$ cat src/rtl/gpio_reg_core.sv
// GPIO register file and edge-triggered interrupt engine behind the APB slave.
// Pad inputs pass through a two-flop synchronizer before edge detection.
module gpio_reg_core #(
    parameter int GPIO_W = 32
) (
    input  logic              PCLK,
    input  logic              PRESETn,
    input  logic              gpio_we,
    input  logic [31:0]       gpio_addr,
    input  logic [31:0]       gpio_dat_i,
    output logic [31:0]       gpio_dat_o,
    output logic              gpio_inta_o,
    input  logic [GPIO_W-1:0] gpio_in,
    output logic [GPIO_W-1:0] gpio_out,
    output logic [GPIO_W-1:0] gpio_oe
);

    typedef enum logic [2:0] {
        SEL_IN    = 3'd0,
        SEL_OUT   = 3'd1,
        SEL_OE    = 3'd2,
        SEL_INTE  = 3'd3,
        SEL_PTRIG = 3'd4,
        SEL_INTS  = 3'd5,
        SEL_CTRL  = 3'd6,
        SEL_RSVD  = 3'd7
    } reg_sel_e;

    reg_sel_e          sel;
    logic [GPIO_W-1:0] dat_w;
    logic [GPIO_W-1:0] in_s1, in_s2, in_prev;
    logic [GPIO_W-1:0] r_out, r_oe, r_inte, r_ptrig, r_ints;
    logic              r_ctrl;
    logic              r_inta;
    logic [GPIO_W-1:0] rise, fall, evt, ints_clr;
    logic              unused_bits;

    assign sel   = reg_sel_e'(gpio_addr[4:2]);
    assign dat_w = gpio_dat_i[GPIO_W-1:0];

    // Only the word index is decoded; the remaining address bits alias.
    assign unused_bits = ^{gpio_addr[31:5], gpio_addr[1:0], gpio_dat_i};

    assign rise     = in_s2 & ~in_prev;
    assign fall     = ~in_s2 & in_prev;
    assign evt      = r_inte & ((r_ptrig & rise) | (~r_ptrig & fall));
    assign ints_clr = (gpio_we && sel == SEL_INTS) ? dat_w : '0;

    // NOTE: sequential state uses non-blocking assignments so every flop
    // samples the pre-edge value of its sources, regardless of statement order.
    always_ff @(posedge PCLK or negedge PRESETn) begin
        if (!PRESETn) begin
            in_s1   <= '0;
            in_s2   <= '0;
            in_prev <= '0;
        end else begin
            in_s1   <= gpio_in;
            in_s2   <= in_s1;
            in_prev <= in_s2;
        end
    end

    always_ff @(posedge PCLK or negedge PRESETn) begin
        if (!PRESETn) begin
            r_out   <= '0;
            r_oe    <= '0;
            r_inte  <= '0;
            r_ptrig <= '0;
            r_ints  <= '0;
            r_ctrl  <= 1'b0;
            r_inta  <= 1'b0;
        end else begin
            if (gpio_we) begin
                case (sel)
                    SEL_OUT:   r_out   <= dat_w;
                    SEL_OE:    r_oe    <= dat_w;
                    SEL_INTE:  r_inte  <= dat_w;
                    SEL_PTRIG: r_ptrig <= dat_w;
                    SEL_CTRL:  r_ctrl  <= gpio_dat_i[0];
                    default:   ;
                endcase
            end
            // A fresh event outranks a same-cycle W1C of the same bit.
            r_ints <= (r_ints & ~ints_clr) | evt;
            r_inta <= r_ctrl & (|r_ints);
        end
    end

    // NOTE: the read mux assigns a default before the case so no latch is
    // inferred for offsets that are not listed.
    always_comb begin
        gpio_dat_o = 32'd0;
        case (sel)
            SEL_IN:    gpio_dat_o = 32'(in_s2);
            SEL_OUT:   gpio_dat_o = 32'(r_out);
            SEL_OE:    gpio_dat_o = 32'(r_oe);
            SEL_INTE:  gpio_dat_o = 32'(r_inte);
            SEL_PTRIG: gpio_dat_o = 32'(r_ptrig);
            SEL_INTS:  gpio_dat_o = 32'(r_ints);
            SEL_CTRL:  gpio_dat_o = {31'd0, r_ctrl};
            default:   gpio_dat_o = 32'd0;
        endcase
    end

    assign gpio_out    = r_out;
    assign gpio_oe     = r_oe;
    assign gpio_inta_o = r_inta;

endmodule

$ cat config.mk
export PLATFORM = sky130hd
export DESIGN_NAME = gpio_reg_core
export DESIGN_NICKNAME = d
export VERILOG_FILES = /design/src/rtl/gpio_reg_core.sv
export SDC_FILE = /design/constraint.sdc
export NUM_CORES = 1
export LEC_CHECK = 0
export ABC_AREA = 1
export ABC_CLOCK_PERIOD_IN_PS = 3470
export BUFFER_PORTS_ARGS = -buffer_cell sky130_fd_sc_hd__buf_2
export CORE_MARGIN = 5
export CORE_UTILIZATION = 25
export CTS_CLUSTER_SIZE = 16
export DETAILED_ROUTE_END_ITERATION = 8
export GPL_TIMING_DRIVEN = 0
export PLACE_DENSITY = 0.4
export SETUP_SLACK_MARGIN = 0.1
export SLEW_MARGIN = 0
export SYNTH_ARGS = -nofsm -noshare
export SYNTH_HDL_FRONTEND = slang
export SYNTH_SLANG_ARGS = --single-unit
export TNS_END_PERCENT = 5
$ cat constraint.sdc
create_clock -name PCLK -period 3.47 [get_ports PCLK]
set_input_delay 0.5205 -clock PCLK [delete_from_list [all_inputs] [get_ports PCLK]]
set_output_delay 0.5205 -clock PCLK [all_outputs]
set_load 0.01 [all_outputs]
==> impl_metrics.tcl <==
set metrics [dict create \
    p_int_mw 5.91 \
    finalCritPeriodShare_pct 76.3 \
    crit_type "primary input to primary output" \
    cp_slowest_stage_delay_ns 0.44 \
    gp_congestion 0.774 \
    leakagePower_nw 6.75 \
    pwr-share-seq_pct 46.1 \
    ys.warnings.count 0 \
    required_ns 2.95 \
    holdWs_ns 0.0600 \
    io_buffers 163 \
    avgSynthCellArea_sq_um 8.41 \
    synth_largest_area_cell "dfrtp_1" \
    status "finished clean" \
    rsz0062_at_grt "false" \
    min_path_type "primary input to flip-flop" \
    p_comb_share_pct 14.9 \
    cts.sinks 258 \
    maxSlewHeadroom_pct 43.0 \
    crit_fanout 10 \
    die_area_sq_um 47300 \
    first_global_vias 9026 \
    gr-usage-met1_pct 23.3 \
    routed_wl_mm 39.5 \
    arrival_ns 2.13 \
    critPathLaunchType "primary input" \
    track_usage_pct 16.6 \
    grt_overflow 0 \
    path_clk_slew_ns 0.06 \
    cts-htree-levels 1 \
    fin_area_sq_um 13300 \
    synth_fp_nets 1379 \
    clock.fmax_mhz 378 \
    drc_errors 0 \
    crit_path_end_kind "primary output" \
    insertion_delay_ns 0.57 \
    grt_use_met2_pct 26.9 \
    timing.rr.start "r_ints[31]" \
    pwr-share-clk_pct 39.0 \
    vias 8850 \
    die_w_um 218 \
    seq_area_frac_synth_pct 60.0 \
    crit_chain "buf_2 > buf_6 > nor3_2 > buf_2 > nand2_1 > nand2_1 > nor2_1 > nand2_1 > buf_2" \
    cp-startpoint "gpio_addr[4]" \
    fin_skew_ns 0.00882 \
    row_count 76 \
    power_mw 8.39 \
    slew_viol_final 0 \
    netlist_instances 1280 \
    root_buffer "clkbuf_16" \
    numCtsBuffers 31 \
    drtAntennaViolNets 0 \
    cts_tree "done" \
    antennaDiodeCount 0 \
    coreArea_sq_um 42800 \
    holdCritStartpoint "gpio_in[27]" \
    initial_core_util_pct 25.2 \
    hold_viol 0 \
    tns_ns 0 \
    clk_path_buf_depth 3 \
    final_nets 1578 \
    area_growth_pct 23.9 \
    yosysUniqueCellTypes 23 \
    die_h_um 218 \
    routed_via_density 4.33 \
    drt-wirelength-per-cell_um 19.3 \
    cap_viol_max_count 0 \
    io_pins 196 \
    met3_usage_pct 3.26 \
    ys_seq_elements 258 \
    power_density_nw_per_um2 629 \
    grt_max_degree 106 \
    setup_viol 0 \
    drive_gt1_share_pct 18.0 \
    switchingPower_mw 2.48 \
    synth_top_area_share_pct 60.0 \
    dp_hpwl_mm 26.9 \
    antenna_found_initial 1 \
    fin_crit_ns 2.65 \
    place_area_sq_um 12300 \
    grt_busiest_layer "met2" \
    netlist_area_sq_um 10800 \
    grt_pass1_wl_mm 59.1 \
    drt_iter0_drc 551 \
    max-vdd-ir-drop_uv 371 \
    cts_setup_buffers 0 \
    ys_top_cells_by_area "dfrtp_1 (60%), nand2_1 (19%), o21ai_0 (4.6%)" \
    p_sw_share_pct 29.5 \
    worst_pin_slew_ns 0.855 \
    first_pass_iters 5 \
    crit_slowest_cell "buf_2" \
]
[Yosys cell counts, drive strengths merged]
cell type  number
buf            45
clkbuf          7
dfrtp         258
inv            93
nand2         551
nand3          37
nand4           3
nor2           88
nor3            4
o21a           10
o21ai         182
o22ai           2
[sequential cells by signal, summed over array words and instances (netlist names)]
signal and count:
in_prev 32, gpio_oe 32, r_ctrl 1, gpio_out 32, gpio_inta_o 1, r_ptrig 32, r_inte 32, in_s1 32
in_s2 32, r_ints 32
[cell type report]
| cell class | count | area (sq um) |
|---|---|---|
| timing repair buffer | 166 | 891 |
| multi-input combinational | 877 | 3680 |
| buffer | 52 | 283 |
| clock buffer | 43 | 881 |
| inverter | 93 | 349 |
| sequential | 258 | 6460 |
| tap | 546 | 683 |
| clock inverter | 9 | 123 |
| fill | 4619 | 29400 |
[final timing paths]
| path | endpoint | slack, ns | depth (start not counted) |
|---|---|---|---|
| max in group asynchronous | gpio_oe[20] | 1.59 | 4 |
| min in group asynchronous | in_s2[31] | 0.48 | 2 |
| setup / recovery | gpio_dat_o[11] | 0.82 | 9 |
| hold reg to reg | in_s2[26] | 0.35 | 0 |
| setup reg to reg | gpio_inta_o | 2.22 | 6 |
| hold / removal | in_s1[27] | 0.06 | 1 |
[per-layer routing]
layer  vias up  wire [um]
met5         -         20
met4         2        592
met3        38       2100
met2       187      18300
met1      4228      18500
li1       4395          -
[power by group through the flow]
stage          clock (mW)  sequential [mW]  combinational (mW)
2_1_floorplan           0             3.87               0.641
3_5_place_dp            0             3.92                1.28
6_report             3.27             3.87                1.25
4_1_cts              3.35             3.87                1.29
5_1_grt              3.46             3.94                1.44
3_3_place_gp            0             3.92                1.26
[cell families after synthesis]
| logic type | count (synthesis) | share of synthesized area, % |
|---|---|---|
| simple gates | 683 | 24.9 |
| compound gates | 194 | 9.27 |
| buf+inv | 145 | 5.87 |
| flops | 258 | 60.0 |
[cell usage in the layout (no fill, tap or decap), drive strengths merged, types with 5 or more instances in the layout]
cell	synthesis	layout
buf	45	210
clkbuf	7	50
clkinv	0	5
dfrtp	258	258
inv	93	93
nand2	551	551
nand3	37	37
nor2	88	88
o21a	10	10
o21ai	182	182
[metrics by stage]
stage,cells,worst slack (ns),utilization (%)
3_3_place_gp,1989,-3.36,28.7
4_1_cts,2044,0.774,31.2
6_report,2044,0.822,31.2
5_1_grt,2044,0.648,31.2
2_1_floorplan,1280,1.56,-
3_5_place_dp,1991,0.778,28.8
[critical path, delay by kind of cell]
kind          cells  cell delay (ns)
simple gates      5             0.69
buf+inv           4             0.90
[what timing repair did]
item / in CTS / in global routing
hold buffers: 1 / 0
setup endpoints to repair: 0 / 0
endpoints found under the hold margin: 58 / 0
gates resized for setup: 0 / 0
No activity file was read; power rests on OpenSTA's default activity.
